`src/rtl/pulse_pkg.sv`:
```
// Shared types for the pulse sequencer: field widths, command record, FSM states.
package pulse_pkg;

    localparam int WIDTH_W = 11;
    localparam int NUM_W   = 11;
    localparam int GAP_W   = 16;
    localparam int LVL_W   = 5;
    localparam int CNT_W   = 16;

    typedef struct packed {
        logic [WIDTH_W-1:0] width;
        logic [NUM_W-1:0]   num;
        logic [GAP_W-1:0]   gap;
    } cmd_t;

    typedef enum logic [1:0] {
        S_IDLE      = 2'd0,
        S_STROBE    = 2'd1,
        S_WAIT_DONE = 2'd2
    } state_t;

    // A command with any zero field would program a meaningless train.
    function automatic logic cmd_is_zero(input cmd_t c);
        return (c.width == '0) || (c.num == '0) || (c.gap == '0);
    endfunction

endpackage

```
`src/rtl/pulse_cmd_fifo.sv`:
```
// Synchronous DEPTH-entry command FIFO with flush; flush overrides push and pop.
module pulse_cmd_fifo
    import pulse_pkg::*;
#(
    parameter int DEPTH = 4
) (
    input  logic             clk,
    input  logic             rst,
    input  logic             push,
    input  logic             pop,
    input  logic             flush,
    input  cmd_t             din,
    output cmd_t             dout,
    output logic             full,
    output logic             empty,
    output logic [LVL_W-1:0] level
);

    localparam int AW = (DEPTH > 1) ? $clog2(DEPTH) : 1;

    cmd_t          mem [DEPTH];
    logic [AW-1:0] wr_ptr;
    logic [AW-1:0] rd_ptr;
    logic          do_push;
    logic          do_pop;

    // Full blocks pushes outright, even when a pop happens on the same edge.
    assign full    = (level == LVL_W'(DEPTH));
    assign empty   = (level == '0);
    assign do_push = push & ~full & ~flush;
    assign do_pop  = pop & ~empty & ~flush;
    assign dout    = mem[rd_ptr];

    // Storage array; contents need no reset because level gates visibility.
    always_ff @(posedge clk) begin
        if (do_push) mem[wr_ptr] <= din;
    end

    // Pointers wrap naturally since DEPTH is a power of two.
    always_ff @(posedge clk or posedge rst) begin
        if (rst) begin
            wr_ptr <= '0;
            rd_ptr <= '0;
            level  <= '0;
        end else if (flush) begin
            wr_ptr <= '0;
            rd_ptr <= '0;
            level  <= '0;
        end else begin
            if (do_push) wr_ptr <= wr_ptr + AW'(1);
            if (do_pop)  rd_ptr <= rd_ptr + AW'(1);
            case ({do_push, do_pop})
                2'b10:   level <= level + LVL_W'(1);
                2'b01:   level <= level - LVL_W'(1);
                default: level <= level;
            endcase
        end
    end

endmodule

```
`src/rtl/pulse_seq.sv`:
```
// Queues pulse-train commands and launches them one at a time into the pulse
// generator: pop, hold start_o for STROBE_LEN cycles, then wait for done_i.
module pulse_seq
    import pulse_pkg::*;
#(
    parameter int DEPTH      = 4,
    parameter int STROBE_LEN = 4
) (
    input  logic               clk,
    input  logic               rst,
    input  logic               cmd_valid_i,
    output logic               cmd_ready_o,
    input  logic [WIDTH_W-1:0] cmd_width_i,
    input  logic [NUM_W-1:0]   cmd_num_i,
    input  logic [GAP_W-1:0]   cmd_gap_us_i,
    input  logic               enable_i,
    input  logic               abort_i,
    input  logic               err_clr_i,
    output logic [WIDTH_W-1:0] pulse_width_o,
    output logic [NUM_W-1:0]   pulse_num_o,
    output logic [GAP_W-1:0]   gap_us_o,
    output logic               start_o,
    input  logic               done_i,
    output logic               busy_o,
    output logic [LVL_W-1:0]   level_o,
    output logic [CNT_W-1:0]   done_cnt_o,
    output logic               err_o
);

    state_t           state_q, state_d;
    cmd_t             pulse_q, pulse_d;
    logic             start_q, start_d;
    logic             busy_q, busy_d;
    logic [3:0]       scnt_q, scnt_d;
    logic [CNT_W-1:0] done_cnt_q, done_cnt_d;
    logic             err_q, err_d;
    logic             rdy_en_q;

    cmd_t cmd_in;
    cmd_t head;
    logic full, empty, pop, hs, zero, fifo_push;

    assign cmd_in    = {cmd_width_i, cmd_num_i, cmd_gap_us_i};
    assign zero      = cmd_is_zero(cmd_in);
    // Ready is held low through reset and rises on the first edge after it.
    assign cmd_ready_o = rdy_en_q & ~full;
    assign hs        = cmd_valid_i & cmd_ready_o;
    assign fifo_push = hs & ~zero;

    pulse_cmd_fifo #(.DEPTH(DEPTH)) u_fifo (
        .clk   (clk),
        .rst   (rst),
        .push  (fifo_push),
        .pop   (pop),
        .flush (abort_i),
        .din   (cmd_in),
        .dout  (head),
        .full  (full),
        .empty (empty),
        .level (level_o)
    );

    // Next-state and next-output logic; abort wins over every state.
    always_comb begin
        state_d    = state_q;
        pulse_d    = pulse_q;
        start_d    = start_q;
        busy_d     = busy_q;
        scnt_d     = scnt_q;
        done_cnt_d = done_cnt_q;
        pop        = 1'b0;
        if (abort_i) begin
            state_d = S_IDLE;
            start_d = 1'b0;
            busy_d  = 1'b0;
        end else begin
            case (state_q)
                S_IDLE: if (!empty && enable_i) begin
                    pop     = 1'b1;
                    pulse_d = head;
                    start_d = 1'b1;
                    busy_d  = 1'b1;
                    scnt_d  = '0;
                    state_d = S_STROBE;
                end
                S_STROBE: if (scnt_q == 4'(STROBE_LEN - 1)) begin
                    start_d = 1'b0;
                    state_d = S_WAIT_DONE;
                end else begin
                    scnt_d = scnt_q + 4'd1;
                end
                S_WAIT_DONE: if (done_i) begin
                    busy_d     = 1'b0;
                    done_cnt_d = done_cnt_q + CNT_W'(1);
                    state_d    = S_IDLE;
                end
                default: state_d = S_IDLE;
            endcase
        end
    end

    // Sticky error: a fresh zero-field handshake beats a same-cycle clear.
    always_comb begin
        err_d = err_q;
        if (err_clr_i) err_d = 1'b0;
        if (hs && zero) err_d = 1'b1;
    end

    // State and registered outputs.
    always_ff @(posedge clk or posedge rst) begin
        if (rst) begin
            state_q    <= S_IDLE;
            pulse_q    <= '0;
            start_q    <= 1'b0;
            busy_q     <= 1'b0;
            scnt_q     <= '0;
            done_cnt_q <= '0;
            err_q      <= 1'b0;
            rdy_en_q   <= 1'b0;
        end else begin
            state_q    <= state_d;
            pulse_q    <= pulse_d;
            start_q    <= start_d;
            busy_q     <= busy_d;
            scnt_q     <= scnt_d;
            done_cnt_q <= done_cnt_d;
            err_q      <= err_d;
            rdy_en_q   <= 1'b1;
        end
    end

    assign pulse_width_o = pulse_q.width;
    assign pulse_num_o   = pulse_q.num;
    assign gap_us_o      = pulse_q.gap;
    assign start_o       = start_q;
    assign busy_o        = busy_q;
    assign done_cnt_o    = done_cnt_q;
    assign err_o         = err_q;

endmodule

```
`config.mk`:
```
export PLATFORM = sky130hd
export DESIGN_NAME = pulse_seq
export DESIGN_NICKNAME = d
export VERILOG_FILES = /design/src/rtl/pulse_pkg.sv /design/src/rtl/pulse_cmd_fifo.sv /design/src/rtl/pulse_seq.sv
export SDC_FILE = /design/constraint.sdc
export NUM_CORES = 1
export LEC_CHECK = 0
export ABC_AREA = 1
export ABC_CLOCK_PERIOD_IN_PS = 5700
export BUFFER_PORTS_ARGS = -buffer_cell sky130_fd_sc_hd__buf_2
export CAP_MARGIN = 10
export CORE_MARGIN = 2
export CORE_UTILIZATION = 30
export CTS_CLUSTER_SIZE = 16
export DETAILED_ROUTE_END_ITERATION = 6
export GPL_ROUTABILITY_DRIVEN = 0
export PLACE_DENSITY = 0.44
export REMOVE_ABC_BUFFERS = 1
export SYNTH_ARGS = -nofsm -noshare
export SYNTH_HDL_FRONTEND = slang
export SYNTH_SLANG_ARGS = --single-unit
```
`constraint.sdc`:
```
create_clock -name clk -period 5.7 [get_ports clk]
set_input_delay 0.57 -clock clk [delete_from_list [all_inputs] [get_ports clk]]
set_output_delay 0.57 -clock clk [all_outputs]
set_load 0.005 [all_outputs]
```
# == Word-level counts from Yosys, hierarchy flattened ==
# Memories as Yosys holds them, arrays and structs flattened. A register that Yosys moved wholly into a read port is not among the register bits.
# Index checks and enable logic that the tools add are counted.
# classes
n_addsub,6
n_eq_ne,11
n_mux,28
bitwise_logic,11
n_reduce_logical,23
# op_table
operator,count
$logic_not 11->1,2
$add 16x1->16 const B,1
$logic_not 16->1,1
$mux 2,8
$reduce_and 3->1,5
$mux 1,12
$pmux 5 s2,1
$ne 3x3->1 const B,3
$reduce_bool 3->1,3
$mux 4,2
$pmux 4 s2,1
$reduce_bool 2->1,4
$and 1x1->1,7
$pmux 2 s3,1
$add 5x1->5 const B,1
$eq 5x3->1 const B,1
$logic_not 5->1,1
$mux 5,1
$sub 5x1->5 const B,1
$add 2x1->2 const B,2
$add 4x1->4 const B,1
$eq 2x1->1 const B,2
$eq 2x2->1 const B,2
$eq 4x2->1 const B,1
8 further kinds,15
# totals
ff_bits,35
ram_bits,152
out_inout_bits,63
elab_cells,90
memories,1
# mem_list
name,depth,width,rd,rd_ports_with_merged_regs,wr,line,text
u_fifo.mem,4,38,1,1,1,pulse_cmd_fifo.sv:21,cmd_t mem [DEPTH];

# == Logic depth before layout (Yosys ltp) ==
# Gate-level depths: netlist of the first run.
# depth
depth_word,11
depth_mapped,20
mapped_depth_nobuf,19

# == Hierarchy ==
# From an unflattened synthesis of the first run, not the netlist that was laid out.
# unflattened
cells_unflattened,829
hier_area_um2,9195.1
# modules_own_cells
mod,n_inst,cells_per_inst,area_per_inst_um2,seq_area_each_um2
pulse_cmd_fifo,1,459,6278.5,4789.6
pulse_seq,1,370,2916.5,1601.5

# == Worst setup path before layout of the first run ==
# OpenSTA, ideal clock, no wires.
# synth_path
path_type,input port to flip-flop
start,input cmd_width_i[0]
end,"memory u_fifo.mem[0][0] (netlist bit), enable pin"
t_arrival_ps,2828
slack_ps,2439
path_stages,7
cell_sequence,nor2_1 and2_0 nand2_1 nand4_2 nor2_1 inv_1 nor2_1
# synth_via
elab_chain_cells,9
# synth_rtl
element,line,text
"start, declared",pulse_seq.sv:13,"input logic [WIDTH_W-1:0] cmd_width_i,"
$logic_not 11->1,pulse_pkg.sv:24,return (c.width == '0) || (c.num == '0) || (c.gap == '0);
$logic_or 1x1->1 (2 in a row),pulse_pkg.sv:24,
$not 1->1,pulse_seq.sv:48,assign fifo_push = hs & ~zero;
$and 1x1->1,pulse_seq.sv:48,
$and 1x1->1 (2 in a row),pulse_cmd_fifo.sv:30,assign do_push = push & ~full & ~flush;
$mux 1,pulse_cmd_fifo.sv:36,if (do_push) mem[wr_ptr] <= din;
$mux 1 (implied by the code),pulse_cmd_fifo.sv:36,
"end, declared",pulse_cmd_fifo.sv:21,
# Every way passes these cells.

# == Worst setup path after layout of the first run ==
# layout_path
start,register u_fifo.level[4]
end,register u_fifo.level[4]
# layout_via
elab_chain_cells,11
elab_cells_between_ends,23
# layout_rtl
element,line,text
"start, declared",pulse_cmd_fifo.sv:16,output logic [LVL_W-1:0] level
"start signal, assigned",pulse_cmd_fifo.sv:53,2'b10: level <= level + LVL_W'(1);
"start signal, assigned",pulse_cmd_fifo.sv:54,2'b01: level <= level - LVL_W'(1);
"start signal, assigned",pulse_cmd_fifo.sv:55,default: level <= level;
$logic_not 5->1,pulse_cmd_fifo.sv:29,assign empty = (level == '0);
$logic_not 1->1,pulse_seq.sv:78,S_IDLE: if (!empty && enable_i) begin
$logic_and 1x1->1,pulse_seq.sv:78,
$mux 1,pulse_seq.sv:78,
$mux 1,pulse_seq.sv:77,case (state_q)
$mux 1,pulse_seq.sv:72,if (abort_i) begin
$and 1x1->1 (2 in a row),pulse_cmd_fifo.sv:31,assign do_pop = pop & ~empty & ~flush;
$eq 2x1->1 or $eq 2x2->1 (tied branches),pulse_cmd_fifo.sv:52,"case ({do_push, do_pop})"
$pmux 5 s2,pulse_cmd_fifo.sv:52,
$mux 5,pulse_cmd_fifo.sv:45,end else if (flush) begin
# Parallel ways exist; a longest one is shown, timed or not.
# A chain may end at the register's enable or synchronous reset.

==> run_results.csv, run 1 <==
group,metric,value,unit
floorplan,die_h,179,um
power_and_ir_drop,pwr-share-comb,0.220,
floorplan,fp.coreArea,0.0299,mm^2
worst_hold_path,hp-class,"input port to asynchronous set/reset pin",
clocking,hold_buffers,0,
clocking,cts_root_buf,"clkbuf_16",
yosys,yosysMostFrequentCell,"nand2_1",
floorplan,num_io_pins,108,
floorplan,rows,63,
drt,ant_nets,0,
clocking,cts_max_level,1,
drt,routed_wirelength,21400,um
power_and_ir_drop,p_leak,4.50,nW
place,dp_hpwl,13000,um
run_status,status,"completed",
floorplan,dieWidth,179,um
sta,max_clock_freq,332,MHz
clocking,clk_pin_slew,0.06,ns
worst_setup_path,required,6.10,ns
floorplan,dieArea,0.0319,mm^2
place,io_buffers,107,
worst_setup_path,cp_max_fo,44,
global_routing,grt_max_degree,78,
floorplan,initial_core_util,0.306,
worst_setup_path,cp-end-kind,"register",
yosys,yosysUniqueCellTypes,41,
sta,setup_tns,0,ns
global_routing,grt_pass1_vias,5771,
final_layout,fin_nets,953,
power_and_ir_drop,irDropWorstVdd,216,uV
sta,slew_violations,0,
clocking,cts_made_buffers,25,
global_routing,grt_use_total,0.137,
yosys,ys.warnings.count,0,
drt,drtPass1Iterations,4,
yosys,synthTopCellsByArea,"edfxtp_1, dfrtp_1, nand2_1",
yosys,ys.flop_type,"edfxtp_1",
final_layout,insertedDiodeCount,0,
sta,finalHoldViolCount,0,
power_and_ir_drop,pwr-share-clk,0.356,
sta,finalCriticalPeriod,3.02,ns
yosys,syn_area_per_cell,11.6,um^2
drt,vias,5901,
clocking,post_cts_buffers,0,
power_and_ir_drop,netSwitchingPower,0.00145,W
global_routing,grt_pass1_wl,33500,um
yosys,async_flop_share,0.324,
clocking,cts.sinks,225,
yosys,yosysSeqAreaShare,0.698,
power_and_ir_drop,swShare,0.298,
power_and_ir_drop,internal_power,0.00343,W
run,cap_violations,0,
drt,drc_errors,0,
global_routing,antenna_found_initial,2,
final_layout,drive_above_1_share,0.207,
yosys,synth-edff-count,152,
yosys,synth_common_cells,"nand2_1, edfxtp_1, nor2_1",
power_and_ir_drop,power_density,443,mW/mm^2
sta,skew,0.0201,ns
global_routing,gr-total-overflow,0,
yosys,yosysTopAreaCellShare,0.499,
sta,timing.final.crit_share,0.529,
final_layout,syn2layout_area_growth,20.4,%
clocking,clk_latency,0.52,ns
power_and_ir_drop,pwr-share-seq,0.424,
worst_setup_path,startpoint_type,"register",
drt,wl_per_cell,16.4,um
sta,worstMarginPinSlew,0.890,ns
yosys,synth_area_leader_cell,"edfxtp_1",
drt,vias_per_cell,4.52,
sta,setup_viol,0,
yosys,netlist_instances,788,
sta,slew_headroom,0.405,
yosys,ys_seq_elements,225,
sta,rsz0062_at_grt,"false",
yosys,syn_area,0.00915,mm^2
worst_setup_path,cp_data_arrival_time,3.41,ns
clocking,cts_resized,0,
final_layout,nFillCells,2934,
clocking,clk_path_buf_depth,3,
worst_setup_path,setup.worst_path.class,"register to register",
drt,drt_iter0_markers,348,
clocking,tritoncts,"done",
sta,hold_slack,0.0798,ns
-- registers in the layout, summed over array words and instances, names as in the netlist --
name / count
state_q: 2
start_o: 1
u_fifo.level: 5
pulse_width_o: 11
done_cnt_o: 16
rdy_en_q: 1
err_o: 1
busy_o: 1
gap_us_o: 16
scnt_q: 4
u_fifo.mem: 152
u_fifo.rd_ptr: 2
pulse_num_o: 11
u_fifo.wr_ptr: 2
-- cell type report --
| type | instances | area, um^2 | area share |
|---|---|---|---|
| tap | 390 | 488 | 0.0443 |
| clock inverter | 16 | 231 | 0.0210 |
| sequential | 225 | 6390 | 0.580 |
| inverter | 45 | 175 | 0.0159 |
| timing repair buffer | 116 | 603 | 0.0547 |
| multi-input combinational | 485 | 2470 | 0.224 |
| clock buffer | 29 | 661 | 0.0599 |
-- routing by layer --
| metal | up-vias | wire length, um | track usage | share of wire |
|---|---|---|---|---|
| li1 | 2926 | - | - | - |
| met1 | 2817 | 10100 | 0.190 | 0.47 |
| met2 | 118 | 9770 | 0.221 | 0.46 |
| met3 | 36 | 1030 | 0.0264 | 0.048 |
| met4 | 4 | 466 | 0.0335 | 0.022 |
| met5 | - | 27 | 0 | 0.0013 |
-- worst max-delay path, stage by stage, from the launching register on --
cell and delay, ns:
dfrtp_1 0.45, nor2_1 0.09, nand3b_1 0.10, nand2_1 0.16, nor2_8 0.62, nand2_2 0.28
fa_1 0.47, o21ai_0 0.17, nand2_1 0.08, nand2_1 0.06, nand2_1 0.04, nand2_1 0.07
inv_1 0.04, nand3_1 0.07, nand2_1 0.06, nand3_1 0.08, nand2_1 0.05
-- cells by family (layout without fill, tap and decap cells) --
group           Yosys count  count (layout)  share of synthesized area
other cells               1               1                   0.000410
mux                       1               1                    0.00123
fa+ha+maj                10              10                     0.0145
flops                   225             225                      0.698
buf+inv                  78             206                     0.0349
compound gates          132             132                     0.0782
simple gates            325             325                      0.157
xor+xnor                 16              16                     0.0153
-- metrics by stage --
stage	cells	worst slack [ns]	total power (W)	utilization	instance area (um^2)
CTS	1306	2.60	0.00496	0.369	11000
finish	1306	2.68	0.00488	0.369	11000
floorplan	755	2.44	0.00275	-	9000
global route	1306	2.42	0.00520	0.369	11000
global placement	1261	2.39	0.00321	0.339	10100
detailed placement	1261	2.35	0.00321	0.339	10100
-- path summary, 6_finish.rpt --
path,startpoint,endpoint,slack [ns],depth (start not counted)
worst max-delay path,u_fifo.level[4],u_fifo.level[4],2.68,16
worst min-delay path,rst,pulse_num_o[2],0.08,2
worst max register to register,u_fifo.level[4],u_fifo.level[4],2.68,16
worst min register to register,gap_us_o[6],gap_us_o[6],0.46,2
max in group asynchronous,rst,u_fifo.rd_ptr[0],4.56,3
min in group clk,err_clr_i,err_o,0.25,2
-- layout by cell type (no fill, tap or decap), types with 3 or more instances in the layout --
master | netlist | final
inv_2 | 6 | 6
clkbuf_16 | 0 | 25
nor3_1 | 3 | 3
dfrtp_1 | 73 | 72
clkinv_2 | 0 | 5
nor2_1 | 117 | 113
o22ai_1 | 38 | 38
nand2_2 | 5 | 5
buf_4 | 0 | 9
edfxtp_1 | 152 | 152
buf_2 | 11 | 107
nor2_4 | 3 | 7
xor2_1 | 9 | 9
inv_1 | 38 | 37
nand2_1 | 159 | 159
nand3_1 | 19 | 19
o21ai_0 | 87 | 87
ha_1 | 9 | 9
xnor2_1 | 7 | 7
bufinv_16 | 0 | 6
clkinv_1 | 0 | 4
-- power by group through the flow --
stage | registers [W] | clock network (W) | logic, W
finish | 0.00207 | 0.00173 | 0.00107
global route | 0.00210 | 0.00185 | 0.00126
CTS | 0.00207 | 0.00178 | 0.00110
detailed placement | 0.00211 | 0 | 0.00110
global placement | 0.00210 | 0 | 0.00110
floorplan | 0.00215 | 0 | 0.000595
Note: power is estimated with default switching activity, not from simulation.
==> run 2: changes to the inputs <==
Settings changed: ABC_CLOCK_PERIOD_IN_PS 5700 to 2900.
Clock period 5.7 ns to 2.9 ns, I/O delays scaled along.
==> run 2 against run 1 <==
  * Clock skew down 0.0076 ns
  * Critical path depth up 4
  * Clock-buffer cell count up 8
  * Non-clock buffer count up 43
  * Routed wire length up 3.4%
  * Worst setup slack worse by 2.4 ns
  * Register-to-register slack worse by 2.2 ns
  * Sequential share of layout area down 2.4 points
  * Combinational power up 110%
  * Hold slack worse by 0.064 ns
  * Die area unchanged
==> run_results.csv, run 2 (synthesized netlist as in run 1, its figures left out) <==
group,metric,value,unit
run_status,status,"completed",
floorplan,die_h,179,um
place,dpl_cell_area,0.0103,mm^2
drt,drc_errors,0,
final_layout,drive_above_1_share,0.219,
final_layout,multiInputGateArea,0.00247,mm^2
sta,worstMarginPinSlew,0.814,ns
worst_setup_path,startpoint_type,"input port",
clocking,cts_made_buffers,27,
clocking,tritoncts,"done",
sta,max_clock_freq,381,MHz
final_layout,final_common_cell,"nand2_1",
power_and_ir_drop,pwr-share-seq,0.419,
worst_setup_path,slowest_delay,0.53,ns
worst_setup_path,reg2reg_to,"u_fifo.level[4]",
drt,drtPass1Iterations,4,
power_and_ir_drop,swShare,0.303,
drt,vias,6014,
worst_setup_path,cp_data_arrival_time,3.03,ns
worst_hold_path,hp-start,"cmd_num_i[1]",
worst_setup_path,required,3.30,ns
global_routing,grt_pass1_wl,34500,um
clocking,clk_pin_slew,0.05,ns
final_layout,seq_area,0.00639,mm^2
floorplan,fp.coreArea,0.0299,mm^2
worst_setup_path,cp_max_fo,7,
worst_setup_path,setup.worst_path.class,"input port to register",
sta,slew_violations,0,
clocking,cts_max_level,1,
final_layout,largest_register_ffs,152,
worst_setup_path,r2r_cells,18,
power_and_ir_drop,power_density,845,mW/mm^2
worst_hold_path,hold_end,"u_fifo.mem[3][17]",
floorplan,dieWidth,179,um
sta,timing.final.crit_share,0.904,
worst_setup_path,cpMostUsedCell,"nand2_1",
place,dp_hpwl,13600,um
clocking,clk_path_buf_depth,3,
drt,vias_per_cell,4.44,
run,cap_violations,0,
drt,drt_iter0_markers,251,
sta,setup_tns,0,ns
worst_setup_path,cp_cell_sequence,"dlygate4sd3_1 -> buf_2 -> nor2_1 -> nand2_1 -> nor2_1 -> nand2_1 -> nand4_2 -> nand2_2 -> buf_4 -> fa_1 -> o21ai_0 -> nand2_1 -> nand2_1 -> nand2_1 -> nand2_1 -> inv_1 -> nand3_1 -> nand2_1 -> nand3_1 -> nand2_1",
final_layout,largest-register,"u_fifo.mem",
global_routing,grt_use_total,0.140,
drt,routed_wirelength,22100,um
sta,finalHoldViolCount,0,
sta,slew_headroom,0.457,
floorplan,initial_core_util,0.306,
worst_setup_path,path_buf_inv,4,
sta,rsz0062_at_grt,"false",
floorplan,dieArea,0.0319,mm^2
power_and_ir_drop,pwr-share-clk,0.349,
floorplan,num_io_pins,108,
power_and_ir_drop,irDropWorstVdd,414,uV
power_and_ir_drop,netSwitchingPower,0.00294,W
final_layout,fin_nets,998,
worst_hold_path,hold_path_depth,1,
final_layout,final_cell_mix,"nand2_1, edfxtp_1, nor2_1, buf_2, o21ai_0",
worst_setup_path,r2r-start,"u_fifo.level[4]",
final_layout,final_util,0.385,
clocking,cts_root_buf,"clkbuf_16",
worst_setup_path,critical-path-top-delay-family,"simple AND/OR/NAND/NOR gates",
clocking,clk_latency,0.53,ns
global_routing,grt_max_degree,78,
drt,ant_nets,0,
global_routing,antenna_found_initial,1,
clocking,cts.sinks,225,
final_layout,insertedDiodeCount,0,
worst_setup_path,r2r_slack,0.46,ns
power_and_ir_drop,internal_power,0.00677,W
power_and_ir_drop,pwr-share-comb,0.232,
floorplan,rows,63,
final_layout,syn2layout_area_growth,25.6,%
power_and_ir_drop,p_leak,4.72,nW
final_layout,stdcell_area,0.0115,mm^2
sta,finalCriticalPeriod,2.62,ns
worst_setup_path,cp-end-kind,"register",
place,io_buffers,107,
worst_hold_path,hp-class,"input port to register",
final_layout,nFillCells,2948,
global_routing,gr-total-overflow,0,
drt,wl_per_cell,16.3,um
worst_setup_path,cpMaxStageDelayCell,"dlygate4sd3_1",
sta,setup_viol,0,
global_routing,grt_pass1_vias,6037,
sta,skew,0.0125,ns
==> run 2: stage by stage <==
stage / cells / hold WS, ns / worst slack, ns / power, W
3_3_place_gp: 1277 / 0.383 / 0.221 / 0.00642
4_1_cts: 1354 / 0.00180 / 0.214 / 0.00989
5_1_grt: 1354 / 0.00391 / 0.0216 / 0.0103
6_report: 1354 / 0.0159 / 0.278 / 0.00971
3_5_place_dp: 1277 / 0.380 / 0.200 / 0.00643
2_1_floorplan: 755 / 0.386 / -0.257 / 0.00540
==> run 2: metal layers <==
| layer | vias up | part of all wire | track usage |
|---|---|---|---|
| met3 | 25 | 0.046 | 0.0288 |
| met2 | 117 | 0.48 | 0.241 |
| li1 | 3011 | - | - |
| met5 | - | 0.00059 | 0 |
| met1 | 2859 | 0.46 | 0.184 |
| met4 | 2 | 0.013 | 0.0241 |
==> run 2: worst register-to-register path, stage by stage (launching register included) <==
cell     delay [ns]
dfrtp_1        0.43
nor2_1         0.16
nand3_1        0.10
nand2_1        0.09
nor2_1         0.07
nand4_2        0.11
nand2_2        0.07
buf_4          0.17
fa_1           0.40
o21ai_0        0.18
nand2_1        0.08
nand2_1        0.06
nand2_1        0.05
nand2_1        0.07
inv_1          0.04
nand3_1        0.07
nand2_1        0.06
nand3_1        0.07
nand2_1        0.06
==> run 2: area by class of cell <==
type                       instances  share of cell area
clock buffer                      37              0.0664
clock inverter                    13              0.0123
inverter                          45              0.0152
multi-input combinational        485               0.215
sequential                       225               0.556
tap                              390              0.0425
timing repair buffer             159              0.0919
==> run 2: what timing repair did <==
action,in CTS,in global routing
setup endpoints to repair,0,1
buffers inserted,0,0
endpoints found under the hold margin,127,0
hold buffers,27,0
gates resized for setup,0,1
==> run 2: worst max-delay path by stage <==
| stage | startpoint | slack [ns] | depth (start not counted) | to |
|---|---|---|---|---|
| floorplan | u_fifo.level[4] | -0.26 | 8 | u_fifo.mem[0][0] |
| global placement | cmd_num_i[1] | 0.22 | 19 | u_fifo.level[4] |
| detailed placement | cmd_num_i[1] | 0.20 | 19 | u_fifo.level[4] |
| CTS | cmd_num_i[2] | 0.21 | 20 | u_fifo.level[4] |
| global route | cmd_gap_us_i[15] | 0.02 | 20 | u_fifo.level[4] |
| finish | cmd_gap_us_i[11] | 0.28 | 20 | u_fifo.level[4] |
==> run 2: power by group through the flow <==
stage,Clock [W],Sequential [W],Combinational [W]
floorplan,0,0.00423,0.00117
global placement,0,0.00413,0.00229
detailed placement,0,0.00414,0.00230
CTS,0.00348,0.00408,0.00233
global route,0.00360,0.00412,0.00260
finish,0.00339,0.00407,0.00226
==> run 3: changes to the inputs <==
Settings changed: ABC_AREA 1 to default.
==> run 3 against run 2 <==
  * Final cell count down 17%
  * Synthesized area fell by 3.5%
  * Die area fell by 3.5%
  * Synthesized cell count shrank 29%
  * Non-clock buffer count is 3 higher
  * Power is 9.3% lower
  * Register-to-register slack worse by 0.31 ns
  * First-iteration DRC count increased by 19%
  * Flip-flop and latch count unchanged
  * Combinational power fell by 45%
  * Sequential power decreased by 1%
==> run_results.csv, run 3 <==
group,metric,value,unit
sta,finalHoldViolCount,0,
yosys,synth-edff-count,152,
worst_setup_path,cp_data_arrival_time,3.14,ns
yosys,netlist_instances,557,
sta,slew_violations,0,
drt,ant_nets,0,
yosys,syn_area_per_cell,15.8,um^2
sta,rsz0062_at_grt,"false",
drt,drtPass1Iterations,6,
final_layout,final_cell_mix,"edfxtp_1, nand2_1, buf_2, dfrtp_1, mux4_2",
drt,wl_per_cell,18.0,um
yosys,syn_area,0.00883,mm^2
floorplan,num_io_pins,108,
drt,drc_errors,0,
final_layout,syn2layout_area_growth,28.6,%
final_layout,fin_nets,778,
yosys,synth_area_leader_cell,"edfxtp_1",
yosys,yosysTopAreaCellShare,0.517,
global_routing,grt_use_total,0.135,
floorplan,initial_core_util,0.306,
clocking,cts_root_buf,"clkbuf_16",
power_and_ir_drop,p_leak,4.46,nW
power_and_ir_drop,irDropWorstVdd,424,uV
place,io_buffers,107,
yosys,ys_seq_elements,225,
yosys,synth_common_cells,"edfxtp_1, nand2_1, dfrtp_1",
clocking,clk_latency,0.53,ns
floorplan,die_h,176,um
run_status,status,"completed",
final_layout,stdcell_area,0.0114,mm^2
worst_setup_path,cp_cell_sequence,"or4_4 -> o21ai_4 -> nor4_2 -> o21ai_0 -> inv_1 -> ha_1 -> nor2b_1 -> o21a_1 -> o311a_1 -> mux2i_1 -> nand3_1",
worst_setup_path,startpoint_type,"register",
global_routing,grt_max_degree,74,
global_routing,gr-total-overflow,0,
sta,setup_viol,0,
yosys,async_flop_share,0.324,
floorplan,dieArea,0.0308,mm^2
sta,setup_tns,0,ns
drt,drt_iter0_markers,298,
yosys,synthTopCellsByArea,"edfxtp_1, dfrtp_1, mux4_2",
final_layout,largest_register_ffs,152,
worst_setup_path,critical-path-top-delay-family,"simple AND/OR/NAND/NOR gates",
drt,vias_per_cell,4.63,
worst_setup_path,cp-end-kind,"register",
floorplan,rows,62,
floorplan,dieWidth,176,um
place,dp_hpwl,12300,um
sta,timing.final.crit_share,0.948,
final_layout,drive_above_1_share,0.312,
worst_hold_path,hp-class,"input port to register",
clocking,cts.sinks,225,
sta,max_clock_freq,364,MHz
global_routing,grt_pass1_wl,32200,um
clocking,clk_path_buf_depth,3,
sta,hold_slack,0.0223,ns
worst_setup_path,slowest_delay,0.53,ns
final_layout,final_common_cell,"edfxtp_1",
yosys,ys.flop_type,"edfxtp_1",
global_routing,antenna_found_initial,0,
sta,finalCriticalPeriod,2.75,ns
power_and_ir_drop,power_density,776,mW/mm^2
sta,fin_ws,0.151,ns
clocking,post_cts_buffers,0,
sta,slew_headroom,0.489,
worst_setup_path,required,3.29,ns
clocking,clk_pin_slew,0.06,ns
clocking,cts_max_level,1,
clocking,cts_made_buffers,26,
run,cap_violations,0,
final_layout,largest-register,"u_fifo.mem",
sta,worstMarginPinSlew,0.764,ns
worst_setup_path,path_buf_inv,1,
yosys,yosysUniqueCellTypes,48,
worst_setup_path,setup.worst_path.class,"register to register",
drt,routed_wirelength,20300,um
yosys,yosysMostFrequentCell,"edfxtp_1",
worst_setup_path,cp_max_fo,6,
power_and_ir_drop,fin_total_pwr,0.00881,W
yosys,ys.warnings.count,0,
clocking,tritoncts,"done",
floorplan,fp.coreArea,0.0289,mm^2
place,dpl_cell_area,0.0100,mm^2
worst_setup_path,cpMaxStageDelayCell,"or4_4",
global_routing,grt_pass1_vias,5652,
sta,skew,0.0104,ns
drt,vias,5227,
yosys,yosysSeqAreaShare,0.724,
place,post-place-ws,0.0726,ns
[run 3: cell count changes after synthesis, moves of 6 or more]
cell,before,now
nor2_1,117,19
o21ai_0,87,7
mux4_2,0,38
o22ai_1,38,1
nand2_1,159,125
inv_1,38,13
nor4_1,1,12
nand3_1,19,11
xnor2_1,7,15
buf_2,11,5
clkbuf_1,21,15
[run 3: final timing paths]
check | from | end | slack [ns] | cells after the start
worst max-delay path | u_fifo.level[1] | u_fifo.level[4] | 0.15 | 11
worst min-delay path | cmd_width_i[3] | u_fifo.mem[0][30] | 0.02 | 1
worst max register to register | u_fifo.level[1] | u_fifo.level[4] | 0.15 | 11
worst min register to register | pulse_num_o[9] | pulse_num_o[9] | 0.47 | 2
max in group asynchronous | rst | u_fifo.level[1] | 2.13 | 4
min in group asynchronous | rst | pulse_width_o[1] | 0.41 | 4
[run 3: repair_timing]
| item | CTS | global route |
|---|---|---|
| hold buffers | 33 | 0 |
| endpoints found under the hold margin | 199 | 0 |
| endpoints found under the setup margin | 0 | 1 |
| gates resized for setup | 0 | 6 |
[run 3: cells by family after synthesis]
family	synth area share
simple gates	0.0937
fa+ha+maj	0.0150
other cells	0.000425
xor+xnor	0.0218
buf+inv	0.0181
compound gates	0.0250
flops	0.724
mux	0.102
[run 3: worst reg2reg max path, cell delays in order (launching register included)]
cell and delay (ns):
dfrtp_2 0.44, or4_4 0.53, o21ai_4 0.15, nor4_2 0.06, o21ai_0 0.13, inv_1 0.13, ha_1 0.33, nor2b_1 0.15
o21a_1 0.19, o311a_1 0.29, mux2i_1 0.13, nand3_1 0.10
[run 3: per-stage QoR]
step | utilization | instances
floorplan | - | 533
global placement | 0.348 | 1046
detailed placement | 0.348 | 1046
CTS | 0.392 | 1127
global route | 0.393 | 1127
finish | 0.393 | 1128
[run 3: area by class of cell]
class                           instances  area [um^2]
Inverter                               14         53.8
Clock buffer                           33          707
Clock inverter                         15          245
Fill cell                            2728        17500
Antenna cell                            1         2.50
Tap cell                              384          480
Sequential cell                       225         6390
Timing Repair Buffer                  162         1160
Multi-Input combinational cell        294         2310
[run 3: where the power goes]
| group | total (W) | internal [W] | leakage [nW] | switching (W) |
|---|---|---|---|---|
| clock network | 0.00356 | 0.00226 | 0.452 | 0.00130 |
| registers | 0.00401 | 0.00378 | 2.32 | 0.000224 |
| logic | 0.00125 | 0.000610 | 1.69 | 0.000636 |
| total | 0.00881 | 0.00666 | 4.46 | 0.00216 |
[run 3: routing by layer]
metal,GRT usage,vias to the layer above,share of wire
li1,-,2393,-
met1,0.174,2686,0.44
met2,0.234,121,0.49
met3,0.0279,27,0.050
met4,0.0286,0,0.018
met5,0,-,0
